[src/rtl/key_entry_pkg.sv]
`default_nettype none
// ============================================================================
//  Module      : key_entry_pkg
//  Description : Shared types and defaults for the key_entry block: the
//                debounce FSM state encoding, default cycle counts and a
//                helper that picks the lowest-numbered pressed button.
//  Revision    : 1.0  initial release
// ============================================================================
package key_entry_pkg;

    // Debouncer state encoding.
    typedef enum logic [1:0] {
        ST_IDLE        = 2'd0,
        ST_DEB_PRESS   = 2'd1,
        ST_HELD        = 2'd2,
        ST_DEB_RELEASE = 2'd3
    } state_t;

    // 10 ms and 5 s at a 50 MHz clock.
    localparam int unsigned C_DEBOUNCE_DEFAULT = 500000;
    localparam int unsigned C_TIMEOUT_DEFAULT  = 250000000;

    // Index of the lowest set bit; only meaningful when pressed != 0.
    function automatic logic [1:0] lowest_index(input logic [3:0] pressed);
        logic [1:0] idx;
        idx = 2'd0;
        for (int i = 3; i >= 0; i--) begin
            if (pressed[i]) begin
                idx = 2'(i);
            end
        end
        return idx;
    endfunction

endpackage
`default_nettype wire

[src/rtl/key_entry_sync2.sv]
`default_nettype none
// ============================================================================
//  Module      : sync2
//  Description : Two-flop synchronizer for asynchronous level inputs.
//  Revision    : 1.0  initial release
//  Ports       : clk  - destination clock
//                rst  - asynchronous active-low reset (loads RESET_VAL)
//                d    - asynchronous input bus
//                q    - synchronized output bus
// ============================================================================
module sync2 #(
    parameter int              WIDTH     = 1,
    parameter logic [WIDTH-1:0] RESET_VAL = '0
) (
    input  logic             clk,
    input  logic             rst,
    input  logic [WIDTH-1:0] d,
    output logic [WIDTH-1:0] q
);

    logic [WIDTH-1:0] stage1_q;
    logic [WIDTH-1:0] stage1_d;
    logic [WIDTH-1:0] stage2_q;
    logic [WIDTH-1:0] stage2_d;

    always_comb begin
        stage1_d = d;
        stage2_d = stage1_q;
    end

    always_ff @(posedge clk or negedge rst) begin
        if (!rst) begin
            stage1_q <= RESET_VAL;
            stage2_q <= RESET_VAL;
        end else begin
            stage1_q <= stage1_d;
            stage2_q <= stage2_d;
        end
    end

    assign q = stage2_q;

endmodule
`default_nettype wire

[src/rtl/key_entry.sv]
`default_nettype none
// ============================================================================
//  Module      : key_entry
//  Description : Debounced 4-button key entry. Accepts one press at a time
//                (lowest-numbered button wins), emits a one-hot one-cycle
//                enable pulse and captures the digit switches with it.
//                Optional inactivity timeout when KEY_ENTRY_TIMEOUT_EN is
//                defined; otherwise timeout is tied low.
//  Revision    : 1.0  initial release
//  Ports       : clk     - system clock, rising edge
//                rst     - asynchronous active-low reset
//                btn_n   - raw active-low push-buttons (async)
//                sw      - raw digit switches (async)
//                enable  - one-hot pulse per accepted press
//                digit   - switch value captured at accepted press
//                busy    - state != IDLE
//                timeout - one-cycle inactivity pulse
// ============================================================================
module key_entry
    import key_entry_pkg::*;
#(
    parameter int unsigned DEBOUNCE_CYCLES = C_DEBOUNCE_DEFAULT,
    parameter int unsigned TIMEOUT_CYCLES  = C_TIMEOUT_DEFAULT
) (
    input  logic       clk,
    input  logic       rst,
    input  logic [3:0] btn_n,
    input  logic [3:0] sw,
    output logic [3:0] enable,
    output logic [3:0] digit,
    output logic       busy,
    output logic       timeout
);

    localparam int               CNT_W    = $clog2(DEBOUNCE_CYCLES);
    localparam logic [CNT_W-1:0] CNT_LAST = CNT_W'(DEBOUNCE_CYCLES - 1);

    if (DEBOUNCE_CYCLES < 2) begin : g_bad_debounce
        $error("key_entry: DEBOUNCE_CYCLES must be at least 2");
    end
    if (TIMEOUT_CYCLES < 1) begin : g_bad_timeout
        $error("key_entry: TIMEOUT_CYCLES must be at least 1");
    end

    // ------------------------------------------------------------------
    // Input synchronizers. Buttons reset to "released" so a button held
    // through reset is seen as a fresh press once reset lifts.
    // ------------------------------------------------------------------
    logic [3:0] btn_n_s;
    logic [3:0] sw_s;

    sync2 #(.WIDTH(4), .RESET_VAL(4'hF)) u_sync_btn (
        .clk (clk),
        .rst (rst),
        .d   (btn_n),
        .q   (btn_n_s)
    );

    sync2 #(.WIDTH(4), .RESET_VAL(4'h0)) u_sync_sw (
        .clk (clk),
        .rst (rst),
        .d   (sw),
        .q   (sw_s)
    );

    logic [3:0] pressed;
    logic       any_pressed;

    assign pressed     = ~btn_n_s;
    assign any_pressed = |pressed;

    // ------------------------------------------------------------------
    // Debounce FSM with one shared counter for press and release.
    // ------------------------------------------------------------------
    state_t           state_q,  state_d;
    logic [CNT_W-1:0] cnt_q,    cnt_d;
    logic [1:0]       sel_q,    sel_d;
    logic [3:0]       enable_q, enable_d;
    logic [3:0]       digit_q,  digit_d;

    always_comb begin
        state_d  = state_q;
        cnt_d    = cnt_q;
        sel_d    = sel_q;
        enable_d = 4'h0;
        digit_d  = digit_q;
        case (state_q)
            ST_IDLE: begin
                if (any_pressed) begin
                    sel_d   = lowest_index(pressed);
                    cnt_d   = '0;
                    state_d = ST_DEB_PRESS;
                end
            end
            ST_DEB_PRESS: begin
                if (!pressed[sel_q]) begin
                    state_d = ST_IDLE;
                end else if (cnt_q == CNT_LAST) begin
                    enable_d = 4'(1) << sel_q;
                    digit_d  = sw_s;
                    state_d  = ST_HELD;
                end else begin
                    cnt_d = cnt_q + CNT_W'(1);
                end
            end
            ST_HELD: begin
                // Every button must be up before the release is debounced,
                // so secondary buttons cannot sneak in a second pulse.
                if (!any_pressed) begin
                    cnt_d   = '0;
                    state_d = ST_DEB_RELEASE;
                end
            end
            ST_DEB_RELEASE: begin
                if (any_pressed) begin
                    cnt_d   = '0;
                    state_d = ST_HELD;
                end else if (cnt_q == CNT_LAST) begin
                    state_d = ST_IDLE;
                end else begin
                    cnt_d = cnt_q + CNT_W'(1);
                end
            end
            default: begin
                state_d = ST_IDLE;
            end
        endcase
    end

    always_ff @(posedge clk or negedge rst) begin
        if (!rst) begin
            state_q  <= ST_IDLE;
            cnt_q    <= '0;
            sel_q    <= 2'd0;
            enable_q <= 4'h0;
            digit_q  <= 4'h0;
        end else begin
            state_q  <= state_d;
            cnt_q    <= cnt_d;
            sel_q    <= sel_d;
            enable_q <= enable_d;
            digit_q  <= digit_d;
        end
    end

    assign enable = enable_q;
    assign digit  = digit_q;
    assign busy   = (state_q != ST_IDLE);

    // ------------------------------------------------------------------
    // Optional inactivity timeout.
    // ------------------------------------------------------------------
`ifdef KEY_ENTRY_TIMEOUT_EN
    localparam int              TO_W    = $clog2(TIMEOUT_CYCLES + 1);
    localparam logic [TO_W-1:0] TO_FULL = TO_W'(TIMEOUT_CYCLES);
    localparam logic [TO_W-1:0] TO_LAST = TO_W'(TIMEOUT_CYCLES - 1);

    logic [TO_W-1:0] to_cnt_q,  to_cnt_d;
    logic            timeout_q, timeout_d;

    // The counter parks at TIMEOUT_CYCLES once expired. Resetting it to that
    // parked value means nothing fires until the first accepted press.
    always_comb begin
        to_cnt_d  = to_cnt_q;
        timeout_d = 1'b0;
        if (|enable_q) begin
            to_cnt_d = '0;
        end else if ((state_q == ST_IDLE) && (to_cnt_q != TO_FULL)) begin
            to_cnt_d = to_cnt_q + TO_W'(1);
            if (to_cnt_q == TO_LAST) begin
                timeout_d = 1'b1;
            end
        end
    end

    always_ff @(posedge clk or negedge rst) begin
        if (!rst) begin
            to_cnt_q  <= TO_FULL;
            timeout_q <= 1'b0;
        end else begin
            to_cnt_q  <= to_cnt_d;
            timeout_q <= timeout_d;
        end
    end

    assign timeout = timeout_q;
`else
    assign timeout = 1'b0;
`endif

endmodule
`default_nettype wire

[config.mk]
export PLATFORM = sky130hd
export DESIGN_NAME = key_entry
export DESIGN_NICKNAME = d
export VERILOG_FILES = /design/src/rtl/key_entry_pkg.sv /design/src/rtl/key_entry_sync2.sv /design/src/rtl/key_entry.sv
export SDC_FILE = /design/constraint.sdc
export NUM_CORES = 1
export LEC_CHECK = 0
export CAP_MARGIN = 40
export CORE_ASPECT_RATIO = 0.75
export CORE_UTILIZATION = 39
export DETAILED_ROUTE_END_ITERATION = 8
export PLACE_DENSITY_LB_ADDON = 0.3
export SYNTH_ARGS = -nofsm -noshare
export SYNTH_HDL_FRONTEND = slang
export SYNTH_SLANG_ARGS = --single-unit
[constraint.sdc]
create_clock -name clk -period 3.5 [get_ports clk]
set_input_delay 0.35 -clock clk [delete_from_list [all_inputs] [get_ports clk]]
set_output_delay 0.35 -clock clk [all_outputs]
set_load 0.02 [all_outputs]
-- Word-level counts from Yosys, hierarchy flattened
Cells that the tools add are included.
- register bits after elaboration: 47
- latch bits: 0
- RAM bits: 0
- memory bits (read-only): 0
- input bits: 10
- output and inout bits: 10
- memories kept: 0
- $add $sub $neg: 1
- multipliers: 0
- divide/modulo/power cells: 0
- $lt $le $gt $ge: 1
- eq/ne operators: 9
- shift operators: 1
- muxes and demuxes: 22
- bitwise operators: 1
- reduce and logical (&&, ||, !) cells: 7
- operators by type and width (cell ; count):
    $mux 19 ; 5
    $pmux 19 s4 ; 1
    $mux 2 ; 10
    $add 19x1->19 const B ; 1
    $eq 19x19->1 const B ; 1
    $mux 4 ; 3
    $pmux 2 s4 ; 1
    $ne 2x2->1 const B ; 3
    $ne 3x3->1 const B ; 2
    $reduce_and 3->1 ; 2
    $eq 2x2->1 const B ; 2
    $not 4->4 ; 1
    $reduce_and 4->1 ; 1
    $reduce_or 4->1 ; 1
    $shl 1x2->4 const A ; 1
    $lt 2x3->1 const B ; 1
    $bmux 1 s2 ; 1
    $eq 2x1->1 const B ; 1
    $logic_not 2->1 ; 1
    $reduce_and 2->1 ; 1
    $reduce_bool 2->1 ; 1
    $mux 1 ; 1

-- Logic depth before layout (Yosys ltp)
Gate-level depths: netlist (run 1).
- depth after elaboration: 5
- gate-level depth with buffers: 8
- mapped depth without buffers: 6

-- Hierarchy
From an unflattened synthesis (run 1), not the netlist that was laid out.
- cell total of the unflattened synthesis: 201
- area, all modules: 2250.9 um^2
- by module, submodules not included (module ; times used ; cells an instance ; area an instance (um^2)):
    key_entry ; 1 ; 185 ; 1840.5
    sync2 (u_sync_btn) ; 1 ; 8 ; 210.2
    sync2 (u_sync_sw) ; 1 ; 8 ; 200.2

-- Least setup slack after synthesis (run 1)
No wires, ideal clock.
- path kind: flip-flop to flip-flop
- start: register cnt_q[7]
- end: register digit_q[0] (netlist: digit[0])
- library setup time: 0.125 ns
- data arrival time: 1.827 ns
- path slack: 1.548 ns
- cell stages (with the launch flop): 6
- path buffers: 1
- period minus slack after synthesis: 1.952 ns
- path through: dfrtp_1 > clkbuf_2 > nor4b_2 > nand4_1 > nor4_4 > mux2_2
- cells in the longest elaborated chain, start to end: 2
- RTL lines (item ; RTL line ; source):
    start: declaration ; key_entry.sv:76 ; logic [CNT_W-1:0] cnt_q, cnt_d;
    start signal: assignment ; key_entry.sv:139 ; cnt_q <= cnt_d;
    $eq 19x19->1 ; key_entry.sv:98 ; end else if (cnt_q == CNT_LAST) begin
    $reduce_and 3->1 (no line) ; - ;
    end signal: assignment ; key_entry.sv:142 ; digit_q <= digit_d;
    end: declaration ; key_entry.sv:79 ; logic [3:0] digit_q, digit_d;
No other way between the ends.
A chain may end at the register's enable or synchronous reset.

-- Worst setup path in the final report (run 1)
- start: register cnt_q[9]
- end: register digit_q[3] (netlist: digit[3])
Same word-level chain as after synthesis.

==> results of run 1 <==
cells in the mapped netlist (3+ instances only):
library cell / count / share of area (%)
mux2_2: 5 / 2.7
clkbuf_1: 5 / 0.89
a21oi_1: 20 / 4.7
dfrtp_1: 39 / 46
nand4_1: 5 / 1.5
dfstp_2: 8 / 9.9
nor2_1: 6 / 1.1
nand2_1: 11 / 1.9
nand3_1: 10 / 2.4
or4_1: 11 / 3.9
and3_1: 9 / 2.7
o31ai_1: 11 / 3.9
o21ai_0: 3 / 0.71
inv_1: 5 / 0.89
final timing paths:
path                                  startpoint               endpoint  cells past startpoint
hold / removal                               rst  u_sync_sw.stage1_q[1]                      1
setup reg to reg                        cnt_q[9]               digit[3]                      4
hold reg to reg            u_sync_sw.stage1_q[1]         u_sync_sw.q[1]                      0
min in group clk           u_sync_sw.stage1_q[1]         u_sync_sw.q[1]                      0
setup / recovery                        cnt_q[9]               digit[3]                      4
max in group asynchronous                    rst        u_sync_btn.q[0]                      2
critical path: stages, from the launching register on:
cell and delay [ns]:
dfrtp_1 0.46, nor4b_1 0.39, nand4_1 0.35, nor4_4 0.53, mux2_2 0.39
registers in the layout (all words and copies together), names as in the netlist:
register and cells:
state_q 2, u_sync_sw.q 4, digit 4, sel_q 2, u_sync_btn.q 4, u_sync_sw.stage1_q 4, u_sync_btn.stage1_q 4, cnt_q 19
enable 4
layout make-up:
class | instances | share of cell area (%)
clock buffer | 6 | 3.34
clock inverter | 2 | 1.57
inverter | 5 | 0.758
multi-input combinational | 125 | 34.9
sequential | 47 | 47.9
tap | 72 | 3.64
timing repair buffer | 19 | 7.89
metrics by stage:
step | utilization (%) | cells | total power [mW] | hold slack [ns]
after detailed placement | 46.5 | 268 | 0.997 | 0.337
after global routing | 48.9 | 276 | 1.49 | 0.0307
after floorplan | - | 187 | 0.912 | 0.0544
final | 48.9 | 276 | 1.41 | 0.00998
after global placement | 46.1 | 267 | 0.983 | 0.333
after CTS | 48.9 | 276 | 1.42 | 0.0239
logic make-up after synthesis:
group	share of synthesized area, %
AND/OR/NAND/NOR	20.5
AO/OA/AOI/OAI	13.5
buffers and inverters	3.36
multiplexers	5.25
flip-flops	55.9
adder cells (fa/ha/maj)	0.590
XOR/XNOR	0.767
other	0.177
power groups by stage:
stage	registers (mW)	logic, mW	clock network (mW)
floorplan	0.633	0.280	0
global placement	0.645	0.338	0
global route	0.646	0.381	0.464
detailed placement	0.649	0.348	0
CTS	0.638	0.351	0.433
finish	0.638	0.347	0.423
layer usage:
layer  GRT usage [%]  vias up  wire, um
li1                -      733         -
met2            22.7       38      1740
met1            23.7      773      2110
met3            3.75        2       155
met5               0        -         0
met4            4.92        0        35
==> results.ini, run 1 <==
[final_layout]
drive_gt1_share_pct = 16.2
diodes = 0
multi_input_area_um2 = 863
nets = 214
seq_area_um2 = 1190
area_growth_pct = 16.7
layout_commonest_cell = dfrtp_1
final_cell_mix = dfrtp_1, a21oi_1, clkdlybuf4s50_1
stdcell_area_um2 = 2470
num-fill-cells = 467

[global_routing]
grt_pass1_wl_um = 6960
track_usage_pct = 15.9
grt_pass1_vias = 1435
grt_overflow = 0
grt_max_degree = 28
antenna_found_initial = 0

[clocking]
clk_pin_slew_ns = 0.09
clock_path_buffers = 2
cts_tree = done
clk_latency_ns = 0.30
cts-root-buf = clkbuf_8
ctsResizeCount = 0
clock-sinks = 47
cts_max_level = 2
cts_buffers = 5
post_cts.repair.setup_buffers = 0
hold_buffers = 0

[detailed_routing]
ant_nets = 0
drc_errors = 0
dr.pass1.iters = 4
viasPerCell = 5.60
drt_iter0_markers = 121
vias = 1546
wl_per_cell_um = 14.6
finalWirelength_um = 4040

[floorplanning]
die_h_um = 65.9
fp.dieW_um = 87.2
core-area_um2 = 5060
placementRows = 22
start_util_pct = 41.9
io_pins = 20
fp.dieArea_um2 = 5740

[worst_setup_path]
crit_fanout = 9
start_kind = flop
worstSetupPathType = reg2reg
worstPathArrival_ns = 2.42
regToRegSetupSlack_ns = 1.27
required_ns = 3.69
end_kind = flop

[timing]
setup_tns_ns = 0
setup_slack_ns = 1.27
finalHoldViolCount = 0
drv_slew = 0
setup_violations = 0
clock.fmax_mhz = 449
slew_headroom_pct = 45.3
rsz0062_at_grt = false
finalCriticalPeriod_ns = 2.23
finalClockSkew_ns = 0.00345
fin_crit_sh_pct = 63.6
worstMarginPinSlew_ns = 0.815

[synthesis]
syn-cell-area_um2 = 2120
yosysWarningCount = 0
ys_ff_latch = 47
synth_edf_count = 0
syn_area_per_cell_um2 = 11.3
ys_async_sr_fraction_pct = 100
netlist_instances = 187
synth.distinct_cells = 46
synth-main-ff-cell = dfrtp_1
synth_seq_area_share_pct = 55.9
synth_fp_nets = 198

[place]
numPortBuffers = 18
pre_cts_ws_ns = 1.27
dpl-instance-area_um2 = 2350
place_congestion = 0.782
dpl.hpwl_um = 2800

[worst_hold_path]
min-delay-path-class = in2async

[power_and_ir_drop]
p_seq_share_pct = 45.3
internal-power_uw = 953
switching_share_pct = 32.3
leakagePower_nw = 1.03
p_switching_uw = 456
power.density_nw_per_um2 = 569
power_frac_comb_pct = 24.7
p_clk_share_pct = 30.0
ir_worst_vdd_v = 0.000244

[run_status]
outcome = finished clean

[run]
cap_viol_max_count = 0

(Power assumes the default switching activity.)
==> run 2: changes to the inputs <==
- clock period: 3.5 -> 2.05 ns (I/O delays scaled with it)
==> results.ini, run 2 (same netlist as run 1, synthesis figures left out) <==
[place]
numPortBuffers = 18
place_congestion = 0.784
dpl.hpwl_um = 2990

[global_routing]
grt_pass1_vias = 1452
grt_pass1_wl_um = 7180
met1_usage_pct = 25.3
grt-busiest-layer = met1
met2_usage_pct = 23.8
antenna_found_initial = 0
grt.met3_usage_pct = 4.12
grt_max_degree = 25
grt_overflow = 0
track_usage_pct = 17.2

[worst_setup_path]
worstSetupPathType = reg2reg
start_kind = flop
r2r-start = u_sync_btn.q[3]
worstPathArrival_ns = 2.27
reg2reg_depth = 7
end_kind = flop
reg2reg_to = cnt_q[10]
required_ns = 2.25
regToRegSetupSlack_ns = -0.02
crit_fanout = 11

[timing]
fin_crit_sh_pct = 101
finalCriticalPeriod_ns = 2.07
slew_headroom_pct = 65.8
setup_slack_ns = -0.0175
finalClockSkew_ns = 0.0103
clock.fmax_mhz = 484
setup_tns_ns = -0.0391
finalHoldViolCount = 0
setup_violations = 3
rsz0062_at_grt = true
drv_slew = 0
worstMarginPinSlew_ns = 0.513

[detailed_routing]
viasPerCell = 5.39
ant_nets = 0
dr.pass1.iters = 4
vias = 1628
drt_iter0_markers = 111
drc_errors = 0
wl_per_cell_um = 15.4
finalWirelength_um = 4650

[run_status]
outcome = complete, but fails checks
violations = setup timing

[clocking]
clock_path_buffers = 2
clock-sinks = 47
cts_tree = done
cts_buffers = 5
cts-root-buf = clkbuf_8
clk_latency_ns = 0.32
clk_pin_slew_ns = 0.09
cts_max_level = 2

[final_layout]
utilization_pct = 53.6
area_growth_pct = 28.1
seq_area_um2 = 1190
multi_input_area_um2 = 952
num-fill-cells = 452
drive_gt1_share_pct = 30.0
nets = 240
largest_reg_flops = 19
final_cell_mix = dfrtp_1, buf_4, a21oi_1, clkdlybuf4s50_1, nand2_1
top_register = cnt_q
diodes = 0
layout_commonest_cell = dfrtp_1

[floorplanning]
placementRows = 22
fp.dieArea_um2 = 5740
fp.dieW_um = 87.2
core-area_um2 = 5060
start_util_pct = 41.9
io_pins = 20
die_h_um = 65.9

[power_and_ir_drop]
power.density_nw_per_um2 = 922
total_power_mw = 2.50
leakagePower_nw = 1.15
ir_worst_vdd_v = 0.000465

[worst_hold_path]
min-delay-path-class = in2reg
min_from = btn_n[2]
whs_path_depth = 1
min_to = u_sync_btn.stage1_q[2]

[run]
cap_viol_max_count = 0

-- run 2: per-stage QoR --
step	hold slack (ns)	instances	cell area, um^2	setup slack, ns
6_report	0.288	302	2720	-0.0175
5_1_grt	0.285	302	2720	-0.105
4_1_cts	0.287	297	2590	0.0381
3_5_place_dp	0.198	288	2490	0.00558
3_3_place_gp	0.193	288	2490	0.0738
2_1_floorplan	-0.0906	187	2120	0.0983
-- run 2: layout make-up --
| class | count | share of cell area, % |
|---|---|---|
| clock buffers | 5 | 2.53 |
| clock inverters | 3 | 0.829 |
| inverters | 5 | 0.691 |
| multi-input cells | 127 | 35.1 |
| flip-flops and latches | 47 | 43.7 |
| well taps | 72 | 3.32 |
| repair buffers | 43 | 13.9 |
-- run 2: where the power goes --
group / internal [mW] / switching [mW]
Clock: 0.247 / 0.348
Sequential: 1.01 / 0.0702
Combinational: 0.361 / 0.472
Total: 1.61 / 0.890
-- run 2: how the worst max path moves through the flow --
stage | startpoint | end | slack (ns) | cells past startpoint
CTS | u_sync_btn.q[2] | cnt_q[10] | 0.04 | 5
global route | u_sync_btn.q[3] | cnt_q[11] | -0.11 | 7
finish | u_sync_btn.q[3] | cnt_q[10] | -0.02 | 7
detailed placement | cnt_q[0] | cnt_q[10] | 0.006 | 6
global placement | cnt_q[0] | cnt_q[11] | 0.07 | 6
floorplan | cnt_q[7] | digit[0] | 0.1 | 5
-- run 2: layer usage --
metal / vias to the layer above / part of all wire, %
met5: - / 0
met4: 0 / 1.7
met3: 8 / 4.9
met2: 45 / 43
met1: 788 / 50
li1: 787 / -
-- run 2: timing repair --
item,in CTS,in global routing
setup endpoints to repair,1,18
resized for setup,1,12
cloned,0,2
endpoints found under the hold margin,16,0
setup buffers,0,3
hold buffers,1,0
pin swaps,0,5
-- run 2: critical path, stage by stage (launching register included) --
cell     delay, ns
dfstp_2       0.58
nand4_1       0.24
xor2_4        0.34
buf_4         0.18
mux2i_4       0.08
buf_12        0.18
o31ai_1       0.26
a21oi_2       0.08
==> run 3: changes to the inputs <==
- CTS_CLUSTER_SIZE: not set -> 14
==> results of run 3 <==
Final layout, timing and power as in run 2 (identical DEF).
